## src/rtl/arm_wb_pkg.sv

```systemverilog
// Shared types and constants for the register-file write-back arbiter.
package arm_wb_pkg;

  localparam int unsigned DATA_W   = 32;
  localparam int unsigned ADDR_W   = 4;
  localparam int unsigned NUM_REGS = 16;

  // One buffered register-file write.
  typedef struct packed {
    logic [ADDR_W-1:0] dest;
    logic [DATA_W-1:0] result;
  } wb_req_t;

  typedef enum logic {
    SLOT_EMPTY = 1'b0,
    SLOT_FULL  = 1'b1
  } slot_state_e;

  // One-hot register mask for idx, or all-zero when en is low.
  function automatic logic [NUM_REGS-1:0] reg_decode(input logic [ADDR_W-1:0] idx,
                                                     input logic              en);
    logic [NUM_REGS-1:0] m;
    m = '0;
    if (en) m[idx] = 1'b1;
    return m;
  endfunction

endpackage

```

## src/rtl/wb_slot.sv

```systemverilog
// Single-entry holding slot with valid/ready handshake for one write-back producer.
// The bypass input lets the top take an accepted write straight to its output
// register, in which case the slot accepts the handshake but stays empty.
module wb_slot
  import arm_wb_pkg::*;
(
  input  logic    clk,
  input  logic    rst,
  input  logic    valid,
  input  wb_req_t req_in,
  input  logic    grant,
  input  logic    bypass,
  output logic    ready,
  output logic    full,
  output logic    fill,
  output wb_req_t held
);

  slot_state_e state_q;
  wb_req_t     held_q;
  logic        accept;

  // Ready also opens on the cycle the held entry is granted, allowing back-to-back refill.
  always_comb begin
    ready  = !rst && ((state_q == SLOT_EMPTY) || grant);
    accept = valid && ready;
    fill   = accept && !bypass;
  end

  // Slot FSM and payload capture; payload only changes on an accepted, non-bypassed write.
  always_ff @(posedge clk or posedge rst) begin
    if (rst) begin
      state_q <= SLOT_EMPTY;
      held_q  <= '0;
    end else begin
      case (state_q)
        SLOT_EMPTY: if (fill) state_q <= SLOT_FULL;
        SLOT_FULL:  if (grant && !fill) state_q <= SLOT_EMPTY;
      endcase
      if (fill) held_q <= req_in;
    end
  end

  assign full = (state_q == SLOT_FULL);
  assign held = held_q;

endmodule

```

## src/rtl/wb_port_arbiter.sv

```systemverilog
// Write-back port arbiter: EXE and MEM producers each own one holding slot, and an
// age-ordered scheduler retires one slot per cycle into the registered write port.
// Optional build macro WB_ARB_BYPASS_EN: a lone write arriving while both slots are
// empty goes straight to the output register on its accepting edge.
// DATA_W/ADDR_W/NUM_REGS must match arm_wb_pkg, and NUM_REGS must equal 2**ADDR_W.
module wb_port_arbiter #(
  parameter int unsigned DATA_W   = arm_wb_pkg::DATA_W,
  parameter int unsigned ADDR_W   = arm_wb_pkg::ADDR_W,
  parameter int unsigned NUM_REGS = arm_wb_pkg::NUM_REGS
) (
  input  logic                clk,
  input  logic                rst,
  input  logic                ex_valid,
  output logic                ex_ready,
  input  logic [ADDR_W-1:0]   ex_dest,
  input  logic [DATA_W-1:0]   ex_result,
  input  logic                mem_valid,
  output logic                mem_ready,
  input  logic [ADDR_W-1:0]   mem_dest,
  input  logic [DATA_W-1:0]   mem_result,
  output logic                wb_en,
  output logic [ADDR_W-1:0]   wb_dest,
  output logic [DATA_W-1:0]   wb_result,
  output logic [NUM_REGS-1:0] pending_mask
);

  import arm_wb_pkg::wb_req_t;
  import arm_wb_pkg::reg_decode;

  wb_req_t ex_req_in, mem_req_in, ex_held, mem_held;
  logic    ex_full, mem_full, ex_fill, mem_fill;
  logic    ex_grant, mem_grant, ex_byp, mem_byp;
  logic    ex_stays, mem_stays;
  logic    mem_older_q;

  logic              wb_en_d, wb_en_q;
  logic [ADDR_W-1:0] wb_dest_d, wb_dest_q;
  logic [DATA_W-1:0] wb_result_d, wb_result_q;

  assign ex_req_in  = '{dest: ex_dest,  result: ex_result};
  assign mem_req_in = '{dest: mem_dest, result: mem_result};

  wb_slot u_ex_slot (
    .clk    (clk),
    .rst    (rst),
    .valid  (ex_valid),
    .req_in (ex_req_in),
    .grant  (ex_grant),
    .bypass (ex_byp),
    .ready  (ex_ready),
    .full   (ex_full),
    .fill   (ex_fill),
    .held   (ex_held)
  );

  wb_slot u_mem_slot (
    .clk    (clk),
    .rst    (rst),
    .valid  (mem_valid),
    .req_in (mem_req_in),
    .grant  (mem_grant),
    .bypass (mem_byp),
    .ready  (mem_ready),
    .full   (mem_full),
    .fill   (mem_fill),
    .held   (mem_held)
  );

  // Grant the only full slot, or the older one when both are full.
  always_comb begin
    mem_grant = mem_full && (!ex_full || mem_older_q);
    ex_grant  = ex_full && (!mem_full || !mem_older_q);
    ex_stays  = ex_full && !ex_grant;
    mem_stays = mem_full && !mem_grant;
  end

  // Bypass selection: only with both slots empty; MEM wins when both producers offer.
  always_comb begin
`ifdef WB_ARB_BYPASS_EN
    mem_byp = !rst && !ex_full && !mem_full && mem_valid;
    ex_byp  = !rst && !ex_full && !mem_full && ex_valid && !mem_valid;
`else
    mem_byp = 1'b0;
    ex_byp  = 1'b0;
`endif
  end

  // Age flag: set when MEM holds the older entry. A same-edge double fill counts MEM as older.
  always_ff @(posedge clk or posedge rst) begin
    if (rst) begin
      mem_older_q <= 1'b0;
    end else if (mem_fill && ex_stays) begin
      mem_older_q <= 1'b0;
    end else if (ex_fill && (mem_stays || mem_fill)) begin
      mem_older_q <= 1'b1;
    end
  end

  // Next write-port contents: bypassed write, granted slot, or idle with dest/result held.
  always_comb begin
    wb_en_d     = 1'b0;
    wb_dest_d   = wb_dest_q;
    wb_result_d = wb_result_q;
    if (mem_byp) begin
      wb_en_d     = 1'b1;
      wb_dest_d   = mem_dest;
      wb_result_d = mem_result;
    end else if (ex_byp) begin
      wb_en_d     = 1'b1;
      wb_dest_d   = ex_dest;
      wb_result_d = ex_result;
    end else if (mem_grant) begin
      wb_en_d     = 1'b1;
      wb_dest_d   = mem_held.dest;
      wb_result_d = mem_held.result;
    end else if (ex_grant) begin
      wb_en_d     = 1'b1;
      wb_dest_d   = ex_held.dest;
      wb_result_d = ex_held.result;
    end
  end

  // Registered write port to the register file.
  always_ff @(posedge clk or posedge rst) begin
    if (rst) begin
      wb_en_q     <= 1'b0;
      wb_dest_q   <= '0;
      wb_result_q <= '0;
    end else begin
      wb_en_q     <= wb_en_d;
      wb_dest_q   <= wb_dest_d;
      wb_result_q <= wb_result_d;
    end
  end

  assign wb_en     = wb_en_q;
  assign wb_dest   = wb_dest_q;
  assign wb_result = wb_result_q;

  // Every register with a write still buffered or currently on the write port.
  always_comb begin
    pending_mask = reg_decode(ex_held.dest, ex_full)
                 | reg_decode(mem_held.dest, mem_full)
                 | reg_decode(wb_dest_q, wb_en_q);
  end

endmodule
```

## config.mk

```make
export PLATFORM = sky130hd
export DESIGN_NAME = wb_port_arbiter
export DESIGN_NICKNAME = d
export VERILOG_FILES = /design/src/rtl/arm_wb_pkg.sv /design/src/rtl/wb_slot.sv /design/src/rtl/wb_port_arbiter.sv
export SDC_FILE = /design/constraint.sdc
export NUM_CORES = 1
export LEC_CHECK = 0
export CAP_MARGIN = 20
export CORE_UTILIZATION = 49
export DETAILED_ROUTE_END_ITERATION = 6
export GPL_ROUTABILITY_DRIVEN = 0
export PLACE_DENSITY = 0.78
export RECOVER_POWER = 25
export SLEW_MARGIN = 20
export SYNTH_ARGS = -nofsm -noshare
export SYNTH_HDL_FRONTEND = slang
export SYNTH_SLANG_ARGS = --single-unit
export TNS_END_PERCENT = 100
```

## constraint.sdc

```tcl
create_clock -name clk -period 4.7 [get_ports clk]
set_input_delay 0.47 -clock clk [delete_from_list [all_inputs] [get_ports clk]]
set_output_delay 0.47 -clock clk [all_outputs]
set_load 0.01 [all_outputs]
```

== After elaboration in Yosys (flattened, before gate mapping) ==
Cells that the tools add are included.

* Register bits after elaboration: 112
* Bits of input ports: 76
* Output and inout port bits: 55
* Logic and storage cells: 73

* Order comparisons: 6
* Multiplexer cells: 23
* Bitwise operators: 4
* Reductions and logical operators: 30

{| class="wikitable"
|+ Operator list
! operator !! count
|-
| $mux 32 || 2
|-
| $mux 16 || 3
|-
| $or 16x16->16 || 2
|-
| $logic_and 1x1->1 || 15
|-
| $lt 4x5->1 const B || 3
|-
| $demux 1 s4 || 3
|-
| $ge 4x1->1 const B || 3
|-
| $mux 1 || 11
|-
| $logic_not 1->1 || 8
|-
| $mux 4 || 2
|-
| $logic_or 1x1->1 || 5
|-
| $pmux 1 s2 || 2
|-
| $reduce_bool 2->1 || 2
|-
| $not 1->1 || 2
|}

== Longest topological paths before layout ==
Gate-level depths: netlist of the first run.

* Depth after elaboration: 10
* Depth in mapped cells: 5
* Gate-level depth less buffers: 3

== By module ==
A second synthesis of the first run with hierarchy kept.

* Cells, all modules: 447
* Area, all modules: 5444.0 µm²

{| class="wikitable"
|+ By module, submodules not included
! module !! times used !! cells each !! area an instance (µm²) !! sequential area each (µm²)
|-
| wb_slot || 2 || 82 || 1423.9 || 925.9
|-
| wb_port_arbiter || 1 || 283 || 2596.2 || 950.9
|}

== Worst setup path after synthesis of the first run ==
OpenSTA, ideal clock, no wires.

* Path type: input to register
* Start: in rst
* End: reg u_ex_slot.held_q, in the netlist u_ex_slot.held[0]
* Library setup time: 125 ps
* Data arrival time: 4065 ps
* Data required time: 4575 ps
* Slack: 510 ps
* Stages: 4
* Path buffers: 1
* Path through: inv_1 nand3_4 buf_12 mux2_4

* Cells in the longest elaborated chain, start to end: 3

{| class="wikitable"
|+ Ends and longest elaborated chain
! element !! line !! RTL
|-
| start: declaration || wb_port_arbiter.sv:12 || <nowiki>input logic rst,</nowiki>
|-
| $logic_not 1->1 (no line) || - ||
|-
| $logic_and 1x1->1 || wb_slot.sv:25 || <nowiki>ready = !rst && ((state_q == SLOT_EMPTY) || grant);</nowiki>
|-
| $logic_and 1x1->1 || wb_slot.sv:26 || <nowiki>accept = valid && ready;</nowiki>
|-
| end signal: assignment || wb_slot.sv:40 || <nowiki>if (fill) held_q <= req_in;</nowiki>
|-
| end: declaration || wb_slot.sv:20 || <nowiki>wb_req_t held_q;</nowiki>
|}

Every way passes these cells.
A chain may end at the register's enable or synchronous reset.

== Final worst setup path of the first run ==
* Start: reg u_ex_slot.state_q, in the netlist u_ex_slot.full
* End: reg wb_result_q[17], in the netlist wb_result[17]

* Cells in the longest elaborated chain, start to end: 4
* Elaborated cells between the ends (all ways): 6
* Those cells by class: mux (1); reduce/logical (5)

{| class="wikitable"
|+ Ends and longest elaborated chain
! element !! line !! RTL
|-
| start: declaration || wb_slot.sv:19 || <nowiki>slot_state_e state_q;</nowiki>
|-
| start signal: assignment || wb_slot.sv:33 || <nowiki>state_q <= SLOT_EMPTY;</nowiki>
|-
| start signal: assignment || wb_slot.sv:37 || <nowiki>SLOT_EMPTY: if (fill) state_q <= SLOT_FULL;</nowiki>
|-
| start signal: assignment || wb_slot.sv:38 || <nowiki>SLOT_FULL: if (grant && !fill) state_q <= SLOT_EMPTY;</nowiki>
|-
| $logic_not 1->1 || wb_port_arbiter.sv:71 || <nowiki>mem_grant = mem_full && (!ex_full || mem_older_q);</nowiki>
|-
| $logic_or 1x1->1 || wb_port_arbiter.sv:71 ||
|-
| $logic_and 1x1->1 || wb_port_arbiter.sv:71 ||
|-
| $mux 32 / $reduce_bool 2->1 (equally long branches) || - ||
|-
| end signal: assignment || wb_port_arbiter.sv:132 || <nowiki>wb_result_q <= wb_result_d;</nowiki>
|-
| end: declaration || wb_port_arbiter.sv:38 || <nowiki>logic [DATA_W-1:0] wb_result_d, wb_result_q;</nowiki>
|}

Parallel ways exist; a longest one is shown, timed or not.

==> results of run 1 <==
cell type report:
type | instances | area [µm²]
fillers | 750 | 3545
clock buffers | 9 | 123.9
flip-flops and latches | 112 | 2803
inverters | 5 | 21.27
well taps | 136 | 170.2
repair buffers | 134 | 1371
multi-input cells | 229 | 2177
clock inverters | 7 | 112.6
power by group:
group | total [W] | internal (W) | leakage (nW) | switching (W)
clock | 0.000649 | 0.000311 | 0.115 | 0.000338
combinational | 0.000718 | 0.000455 | 1.60 | 0.000263
sequential | 0.00129 | 0.00114 | 1.34 | 0.000146
synth_stat cells (10+ instances only):
master and number:
mux2_2 12, nand3_1 16, a22oi_1 10, and2_0 21, and2_1 11, dfrtp_1 112
mux2_4 60, a221o_1 36, nand2_1 22
through the flow:
| step | utilization (%) | setup WS [ns] | hold WS (ns) | power [W] | std cells |
|---|---|---|---|---|---|
| 6_report | 65.66 | 1.842 | 0.5029 | 0.002654 | 632 |
| 5_1_grt | 65.66 | 1.652 | 0.5346 | 0.002775 | 632 |
| 4_1_cts | 65.20 | 1.874 | 0.5031 | 0.002661 | 630 |
| 3_5_place_dp | 62.91 | 1.640 | 0.4884 | 0.002010 | 614 |
| 3_3_place_gp | 62.91 | 1.729 | 0.4847 | 0.001987 | 614 |
| 2_1_floorplan | - | 0.5103 | 0.4731 | 0.001678 | 368 |
state kept, by name (all words and copies together), names as in the netlist:
signal,cells
mem_older_q,1
u_ex_slot.full,1
u_ex_slot.held,36
u_mem_slot.full,1
u_mem_slot.held,36
wb_dest,4
wb_en,1
wb_result,32
worst max-delay path, stage by stage (launching register included):
cell and delay, ns:
dfrtp_1 0.54, nor2_1 1.76, and2_2 0.38, a221o_1 0.12
cell usage in the layout, fill, tap and decap left out, types with 2 or more instances in the layout:
cell type / Yosys / routed
a21boi_4: 2 / 2
a221o_1: 36 / 36
a222oi_1: 2 / 2
a22oi_1: 10 / 10
a31oi_1: 2 / 2
and2_0: 21 / 23
and2_1: 11 / 9
and2_2: 4 / 4
and3_1: 3 / 3
and3b_1: 6 / 6
buf_16: 0 / 2
buf_4: 0 / 2
bufinv_16: 0 / 2
clkbuf_8: 0 / 9
clkdlybuf4s50_1: 0 / 129
dfrtp_1: 112 / 112
inv_1: 4 / 3
mux2_2: 12 / 12
mux2_4: 60 / 60
nand2_1: 22 / 22
nand3_1: 16 / 16
nand3_4: 2 / 2
nor2_1: 3 / 4
nor2b_1: 6 / 6
nor3b_1: 3 / 3
o21ai_0: 2 / 2
cell families (layout without fill, tap and decap cells):
group / count (synthesis) / after routing / synth area share [%]
flops: 112 / 112 / 53.60
simple gates: 100 / 100 / 11.51
mux: 72 / 72 / 19.81
compound gates: 57 / 57 / 10.31
buf+inv: 27 / 155 / 4.762
worst max-delay path by stage:
stage                          startpoint            endpoint  depth (start not counted)
after floorplan                       rst   u_ex_slot.held[0]                          4
after global placement                rst  u_ex_slot.held[15]                          4
after detailed placement              rst  u_ex_slot.held[19]                          4
after CTS                 u_mem_slot.full     pending_mask[1]                          4
after global routing      u_mem_slot.full          wb_dest[3]                          3
final                      u_ex_slot.full       wb_result[17]                          3
metal layers:
layer | track usage [%] | up-vias
li1 | - | 1589
met1 | 30.48 | 1749
met2 | 34.12 | 160
met3 | 4.020 | 6
met4 | 5.634 | 0
met5 | 0 | -
==> metrics.yaml, run 1 <==
clocking:
  cts_buffers: 9
  cts-root-buf: "clkbuf_8"
  insertion_delay_ns: 0.37
  ctsLongestPathBuffers: 2
  clk_pin_slew_worst_paths_ns: 0.11
  cts_tree: "yes"
  post_cts_buffers: 0
  cts_sinks: 112
  postCtsResizedCells: 0
  h-tree-depth: 3
  holdBufCountCts: 0
pwr:
  p_per_area_nw_per_um2: 391.5
  irDropWorstVdd_v: 0.0002256
  p_leak_nw: 3.055
logic_synthesis:
  yosys_register_bits: 112
  synth_edf_count: 0
  avgSynthCellArea_um2: 14.21
  yosys-top-cells-area: "dfrtp_1 (54%), mux2_4 (17%), a221o_1 (6.9%), mux2_2 (2.6%), and2_0 (2.5%)"
  synthFlopType: "dfrtp_1"
  synth_warnings: 0
  ys_seq_area_share_pct: 53.60
  ys_async_sr_fraction_pct: 100.0
  syn_nets: 444
  synth_cell_types: 33
  yosysTopAreaCellShare_pct: 53.60
  synth_area_leader_cell: "dfrtp_1"
  syn_inst: 368
  synth_area_um2: 5229
flow_run:
  maxCapViolations: 1
outcome:
  status: "complete, but fails checks"
  violations: "max-capacitance violations, max-slew violations"
placement:
  post-dp-hpwl_um: 7598
  place_area_um2: 6495
  io_buffers: 130
grt:
  antenna_found_initial: 0
  grt_pass1_wl_um: 18510
  grt_overflow: 0
  grt_max_degree: 60
  grt_use_total_pct: 21.51
  grt_pass1_vias: 3560
die:
  core_area_um2: 10320
  start_util_pct: 50.65
  die_h_um: 105.3
  row_count: 37
  pin_count: 131
  die_area_um2: 11090
  chipWidth_um: 105.3
finish:
  nets: 567
  antennaDiodeCount: 0
  syn_to_final_growth_pct: 29.65
  drive_gt1_share_pct: 20.97
  final_area_um2: 6779
sta:
  fmax_ghz: 0.3499
  worstMarginPinSlew_ns: 2.300
  slew_headroom_pct: -53.92
  clock_skew_ns: 0.01852
  fin_tns_setup_ns: 0
  slew_viol_final: 38
  min_period_ns: 2.858
  timing.final.crit_share_pct: 60.81
  setup_viol: 0
  rsz0062_at_grt: "false"
  hold_viol_final: 0
min_path:
  min-delay-start: "u_ex_slot.held[29]"
  min_path_cells: 1
  hp-class: "reg -> reg"
  hold_end: "wb_result[29]"
route:
  antenna_left: 0
  routedWlPerCell_um: 18.46
  m1WireLength_um: 5366
  first_iter_violations: 201
  via_per_inst: 5.544
  wl_met3_um: 722
  wl_met2_um: 5522
  vias: 3504
  wirelength_um: 11670
  route.detailed.drc: 0
  routed.top_layer: "met4"
  firstDrtPassIters: 6
worst_setup_path:
  end_kind: "flop"
  timing.rr.end: "wb_result[17]"
  crit_path_start_kind: "flop"
  r2r_slack_ns: 1.84
  rr_startpoint: "u_ex_slot.full"
  worstSetupPathType: "reg -> reg"
  required_ns: 5.00
  cp_max_fo: 37
  crit_arrival_ns: 3.16
  rr_worst_depth: 3
No activity file was read; power rests on OpenSTA's default activity.
==> run 2, diff against run 1 <==
--- a/config.mk
+++ b/config.mk
@@ -6,10 +6,10 @@
 export NUM_CORES = 1
 export LEC_CHECK = 0
 export CAP_MARGIN = 20
-export CORE_UTILIZATION = 49
+export CORE_UTILIZATION = 45
 export DETAILED_ROUTE_END_ITERATION = 6
 export GPL_ROUTABILITY_DRIVEN = 0
-export PLACE_DENSITY = 0.78
+export PLACE_DENSITY = 0.75
 export RECOVER_POWER = 25
 export SLEW_MARGIN = 20
 export SYNTH_ARGS = -nofsm -noshare
==> constraint.sdc (replaced) <==
create_clock -name clk -period 2.3 [get_ports clk]
set_input_delay 0.23 -clock clk [delete_from_list [all_inputs] [get_ports clk]]
set_output_delay 0.23 -clock clk [all_outputs]
set_load 0.01 [all_outputs]
==> run 2 against run 1 <==
The flow finishes with violations (max-slew violations). Via count increased by 1.3%. Design area increased by 3.1%. Wire length increased by 5.6%. Non-clock buffer count increased by 8. Sequential power increased by 100%. Flip-flop and latch count unchanged. Register-to-register slack got worse by 1.5 ns. Critical endpoint is now pending_mask[2]. Largest cell class unchanged. Largest power group unchanged.
==> metrics.yaml, run 2 (synthesis results as in run 1) <==
worst_setup_path:
  crit_arrival_ns: 1.99  # was 3.16 ns
  cp_num_buf_inv: 1  # was 0
  crit_chain: "nor2b_1, a22oi_1, nand2_1, clkdlybuf4s50_1"  # was nor2_1, and2_2, a221o_1
  cp_max_fo: 9  # was 37
  max_stage_delay_ns: 0.54  # was 1.76 ns
  slowest_stage: "clkdlybuf4s50_1"  # was nor2_1
  crit_family: "buffers and inverters"  # was simple AND/OR/NAND/NOR gates
  required_ns: 2.07  # was 5.00 ns
  end_kind: "primary output"  # was flop
  crit_path_start_kind: "flop"  # unchanged
  worstSetupPathType: "reg -> out"  # was reg -> reg
finish:
  syn_to_final_growth_pct: 33.72  # was 29.65%
  nets: 575  # was 567
  antennaDiodeCount: 0  # unchanged
  final_cell_mix: "clkdlybuf4s50_1 (129), dfrtp_1 (112), mux2_4 (60)"  # unchanged
  drive_gt1_share_pct: 22.62  # was 20.97%
  stdcell_count: 644  # was 632
  final_common_cell: "clkdlybuf4s50_1"  # unchanged
  multi_input_area_um2: 2200  # was 2177 µm²
  register_area_um2: 2803  # unchanged
  nFillCells: 872  # was 750
outcome:
  status: "complete, but fails checks"  # unchanged
  violations: "max-slew violations"  # was max-capacitance violations, max-slew violations
die:
  chipWidth_um: 109.8  # was 105.3 µm
  die_area_um2: 12050  # was 11090 µm²
  pin_count: 131  # unchanged
  die_h_um: 109.8  # was 105.3 µm
  core_area_um2: 11080  # was 10320 µm²
  start_util_pct: 47.20  # was 50.65%
  row_count: 38  # was 37
placement:
  post-dp-hpwl_um: 8244  # was 7598 µm
  place_inst: 627  # was 614
  io_buffers: 130  # unchanged
clocking:
  ctsLongestPathBuffers: 2  # unchanged
  holdBufCountCts: 0  # unchanged
  cts_buffers: 9  # unchanged
  cts-root-buf: "clkbuf_16"  # was clkbuf_8
  cts_sinks: 112  # unchanged
  h-tree-depth: 3  # unchanged
  cts_tree: "yes"  # unchanged
  insertion_delay_ns: 0.35  # was 0.37 ns
  clk_pin_slew_worst_paths_ns: 0.08  # was 0.11 ns
  post_cts_buffers: 0  # unchanged
route:
  firstDrtPassIters: 5  # was 6
  via_per_inst: 5.509  # was 5.544
  vias: 3548  # was 3504
  route.detailed.drc: 0  # unchanged
  antenna_left: 0  # unchanged
  first_iter_violations: 230  # was 201
  routedWlPerCell_um: 19.12  # was 18.46 µm
  wirelength_um: 12310  # was 11670 µm
sta:
  rsz0062_at_grt: "false"  # unchanged
  min_period_ns: 2.217
  slew_headroom_pct: -0.07320  # was -53.92%
  slew_viol_final: 19  # was 38
  hold_viol_final: 0  # unchanged
  timing.final.crit_share_pct: 96.40
  fin_tns_setup_ns: 0  # unchanged
  fmax_ghz: 0.4510
  worstMarginPinSlew_ns: 1.501  # was 2.300 ns
  setup_viol: 0  # unchanged
  clock_skew_ns: 0.01079  # was 0.01852 ns
flow_run:
  maxCapViolations: 0  # was 1
grt:
  grt_use_total_pct: 21.70  # was 21.51%
  grt_max_degree: 113  # was 60
  grt_pass1_vias: 3667  # was 3560
  antenna_found_initial: 0  # unchanged
  grt_overflow: 0  # unchanged
  grt_pass1_wl_um: 19440  # was 18510 µm
pwr:
  p_per_area_nw_per_um2: 831.5  # was 391.5 nW/µm²
  p_leak_nw: 3.152  # was 3.055 nW
  irDropWorstVdd_v: 0.0004839  # was 0.0002256 V
min_path:
  hp-class: "in -> reg"  # was reg -> reg
-- run 2: cell count changes in the layout (fill, tap and decap cells not counted), moves of 3 or more --
cell	delta
clkbuf_16	+9
nor3b_1	-3
clkbuf_8	-9
buf_12	+5
nor3b_2	+3
-- run 2: layout make-up --
cell class,instances,share of cell area [%]
inverters,5,0.3221
well taps,140,2.505
repair buffers,142,21.03
multi-input cells,229,31.46
clock buffers,10,3.275
clock inverters,6,1.324
flip-flops and latches,112,40.09
-- run 2: through the flow --
step                hold WS (ns)  util, %  total power [W]  setup slack [ns]  area (µm²)
floorplan                 0.3597        -         0.003430           -0.6456        5233
global placement          0.4803    59.97         0.004106            0.3772        6644
finish                    0.4881    63.11         0.005813           0.08289        6992
CTS                       0.4764    62.92         0.005861           0.01622        6970
detailed placement        0.4905    59.97         0.004157            0.3095        6644
global route              0.4788    63.11         0.006102         0.0005911        6992
-- run 2: worst paths after layout --
check,cells after the start,end,slack (ns),start
min,2,u_mem_slot.held[28],0.49,mem_result[28]
min reg2reg,1,wb_result[30],0.51,u_ex_slot.held[30]
max,4,pending_mask[2],0.08,u_ex_slot.held[33]
max in group asynchronous,3,wb_result[29],0.29,rst
max reg2reg,5,u_ex_slot.held[27],0.30,u_ex_slot.full
min in group asynchronous,3,mem_older_q,1.02,rst
-- run 2: power by group --
| group | internal, W | switching, W | leakage [nW] |
|---|---|---|---|
| logic | 0.000948 | 0.000559 | 1.66 |
| registers | 0.00233 | 0.000295 | 1.34 |
| clock network | 0.000963 | 0.000714 | 0.155 |
-- run 2: worst register-to-register path: stages, from the launching register on --
cell	delay, ns
dfrtp_1	0.39
clkbuf_1	0.46
nand3_4	0.16
nand3_4	0.30
buf_4	0.24
mux2_2	0.34
-- run 2: repair_timing --
item	CTS	global route
gates resized for setup	1	2
endpoints found under the setup margin	1	4
cloned	0	0
-- run 2: layer usage --
metal | up-vias | global-route usage, % | wire length, µm
met5 | - | 0 | 0
met4 | 0 | 5.524 | 123
met3 | 15 | 7.113 | 947
met2 | 153 | 34.42 | 5891
met1 | 1770 | 28.62 | 5352
li1 | 1610 | - | -
==> run 3, diff against run 2 <==
--- a/config.mk
+++ b/config.mk
@@ -9,10 +9,11 @@
 export CORE_UTILIZATION = 45
 export DETAILED_ROUTE_END_ITERATION = 6
 export GPL_ROUTABILITY_DRIVEN = 0
-export PLACE_DENSITY = 0.75
+export PLACE_DENSITY = 0.74
 export RECOVER_POWER = 25
 export SLEW_MARGIN = 20
 export SYNTH_ARGS = -nofsm -noshare
 export SYNTH_HDL_FRONTEND = slang
+export SYNTH_HIERARCHICAL = 1
 export SYNTH_SLANG_ARGS = --single-unit
 export TNS_END_PERCENT = 100
==> run 3 against run 2 <==
The run ends with design-rule violations left. Sequential share of layout area shrank 0.59 points. Total power grew 69%. Critical path type unchanged. Largest power group is now combinational cells. Synthesized cell count grew 21%. Maximum frequency shrank 0.45%. Global-route usage grew 1.0 points. Register-to-register slack gained 0.02 ns. Clock power shrank 15%. Design area grew 1.7%. Synthesized area grew 4.1%. First-iteration DRC count grew 21%. Count of clock-buffer cells in the layout is the same. Sequential power grew 43%.
==> metrics.yaml, run 3 <==
finish:
  final_common_cell: "clkdlybuf4s50_1"  # unchanged
  final_cell_mix: "clkdlybuf4s50_1 (128), dfrtp_1 (107), nor2_1 (77)"  # was clkdlybuf4s50_1 (129), dfrtp_1 (112), mux2_4 (60)
  stdcell_count: 726  # was 644
  antennaDiodeCount: 0  # unchanged
  nFillCells: 934  # was 872
  final_area_um2: 7112  # was 6992 µm²
  nets: 655  # was 575
  syn_to_final_growth_pct: 30.64  # was 33.72%
  drive_gt1_share_pct: 20.41  # was 22.62%
worst_setup_path:
  worstSetupPathType: "reg -> out"  # unchanged
  crit_path_start_kind: "flop"  # unchanged
  cp_max_fo: 10  # was 9
  end_kind: "primary output"  # unchanged
  crit_arrival_ns: 2.00  # was 1.99 ns
  required_ns: 2.07  # about the same
sta:
  hold-worst-slack_ns: 0.4783  # was 0.4881 ns
  fmax_ghz: 0.4490  # was 0.4510 GHz
  min_period_ns: 2.227  # was 2.217 ns
  hold_viol_final: 0  # unchanged
  rsz0062_at_grt: "false"  # unchanged
  setup_viol: 0  # unchanged
  worstMarginPinSlew_ns: 0.7574  # was 1.501 ns
  fin_tns_setup_ns: 0  # unchanged
  slew_headroom_pct: 49.45  # was -0.07320%
  fin_ws_ns: 0.07282  # was 0.08289 ns
  clock_skew_ns: 0.007012  # was 0.01079 ns
  slew_viol_final: 0  # was 19
  timing.final.crit_share_pct: 96.83  # was 96.40%
clocking:
  cts_sinks: 112  # unchanged
  cts_tree: "yes"  # unchanged
  holdBufCountCts: 0  # unchanged
  ctsLongestPathBuffers: 2  # unchanged
  cts_buffers: 9  # unchanged
  insertion_delay_ns: 0.34  # was 0.35 ns
  post_cts_buffers: 0  # unchanged
  clk_pin_slew_worst_paths_ns: 0.07  # was 0.08 ns
  h-tree-depth: 3  # unchanged
  cts-root-buf: "clkbuf_16"  # unchanged
placement:
  post-dp-hpwl_um: 9563  # was 8244 µm
  io_buffers: 130  # unchanged
  place_ws_ns: 0.2033  # was 0.3095 ns
  place_area_um2: 6839  # was 6644 µm²
  place_inst: 711  # was 627
route:
  m1WireLength_um: 5964  # was 5352 µm
  wl_met3_um: 851  # was 947 µm
  antenna_left: 0  # unchanged
  vias: 4056  # was 3548
  first_iter_violations: 279  # was 230
  via_per_inst: 5.587  # was 5.509
  route.detailed.drc: 10  # was 0
  routed.top_layer: "met4"  # unchanged
  firstDrtPassIters: 7  # was 5
  wl_met2_um: 6647  # was 5891 µm
  wirelength_um: 13760  # was 12310 µm
  routedWlPerCell_um: 18.95  # was 19.12 µm
grt:
  grt_overflow: 0  # unchanged
  antenna_found_initial: 0  # unchanged
  grt_use_total_pct: 22.73  # was 21.70%
  grt_pass1_vias: 4262  # was 3667
  grt_pass1_wl_um: 22280  # was 19440 µm
  grt_max_degree: 37  # was 113
logic_synthesis:
  synth_area_um2: 5444  # was 5229 µm²
  synth_area_leader_cell: "dfrtp_1"  # unchanged
  yosys-top-cells-area: "dfrtp_1 (51%), mux2_4 (9.4%), mux2_2 (7.9%), mux2_1 (7.4%), nor2_1 (5.3%)"  # was dfrtp_1 (54%), mux2_4 (17%), a221o_1 (6.9%), mux2_2 (2.6%), and2_0 (2.5%)
  yosysMostFrequentCell: "dfrtp_1"  # unchanged
  ys_seq_area_share_pct: 51.48  # was 53.60%
  synth_cell_types: 30  # was 33
  ys_async_sr_fraction_pct: 100.0  # unchanged
  yosysTopAreaCellShare_pct: 51.48  # was 53.60%
  synthTopCellsByCount: "dfrtp_1 (112), nor2_1 (77), mux2_2 (38)"  # was dfrtp_1 (112), mux2_4 (60), a221o_1 (36)
  synthFlopType: "dfrtp_1"  # unchanged
  avgSynthCellArea_um2: 12.18  # was 14.21 µm²
  synth_warnings: 6  # was 0
  synth_edf_count: 0  # unchanged
  syn_inst: 447  # was 368
  yosys_register_bits: 112  # unchanged
die:
  core_area_um2: 11610  # was 11080 µm²
  chipWidth_um: 112.0  # was 109.8 µm
  die_area_um2: 12540  # was 12050 µm²
  pin_count: 131  # unchanged
  start_util_pct: 46.88  # was 47.20%
  die_h_um: 112.0  # was 109.8 µm
  row_count: 39  # was 38
pwr:
  irDropWorstVdd_v: 0.0006119  # was 0.0004839 V
  p_leak_nw: 3.117  # was 3.152 nW
  p_per_area_nw_per_um2: 1384  # was 831.5 nW/µm²
flow_run:
  maxCapViolations: 0  # unchanged
outcome:
  violations: "design-rule violations"  # was max-slew violations
  status: "complete, but fails checks"  # unchanged
min_path:
  hp-class: "in -> reg"  # unchanged
-- run 3: cell families after synthesis --
logic type / synth area share, %
simple gates: 12.46
buf+inv: 4.711
compound gates: 6.596
flops: 51.48
mux: 24.68
other cells: 0.06888
-- run 3: path summary, 6_finish.rpt --
kind	startpoint	endpoint	depth (start not counted)	slack, ns
max	u_mem_slot/held[32]	pending_mask[13]	4	0.07
min	mem_result[15]	u_mem_slot/held[15]	2	0.48
max reg2reg	u_ex_slot/full	u_ex_slot/held[28]	6	0.32
min reg2reg	u_ex_slot/held[8]	u_ex_slot/held[8]	1	0.49
max in group asynchronous	rst	wb_result[18]	3	0.54
min in group asynchronous	rst	u_ex_slot/held[12]	2	0.50
-- run 3: cell type report --
class / count / area, µm² / share of cell area [%]
clock buffers: 10 / 229.0 / 3.220
clock inverters: 5 / 35.03 / 0.4926
inverters: 7 / 26.28 / 0.3695
multi-input cells: 302 / 2409 / 33.87
flip-flops and latches: 112 / 2809 / 39.50
well taps: 143 / 178.9 / 2.516
repair buffers: 147 / 1425 / 20.04
-- run 3: through the flow --
| step | utilization [%] | total power [W] |
|---|---|---|
| after floorplan | - | 0.006693 |
| after global placement | 58.89 | 0.008163 |
| after detailed placement | 58.89 | 0.008381 |
| after CTS | 61.25 | 0.009843 |
| after global routing | 61.24 | 0.01042 |
| final | 61.24 | 0.009839 |
-- run 3: repair_timing --
item                       4_1_cts  5_1_grt
gates resized for setup          2        9
pin swaps                        0        1
setup endpoints to repair        4        5
-- run 3: worst max-delay path: stages, from the launching register on --
cell	delay, ns
dfrtp_1	0.50
nor2b_1	0.38
a22oi_1	0.14
nand2_1	0.10
clkdlybuf4s50_1	0.53
-- run 3: where the power goes --
| part | switching, W | internal (W) | leakage [nW] |
|---|---|---|---|
| Combinational | 0.00203 | 0.00263 | 1.68 |
| Clock | 0.000686 | 0.000730 | 0.128 |
| Sequential | 0.000814 | 0.00295 | 1.31 |
| Total | 0.00353 | 0.00631 | 3.12 |
-- run 3: per-layer routing --
layer | up-vias | global-route usage (%)
li1 | 1832 | -
met1 | 2009 | 31.08
met2 | 189 | 37.06
met3 | 26 | 3.702
met4 | 0 | 7.378
met5 | - | 0
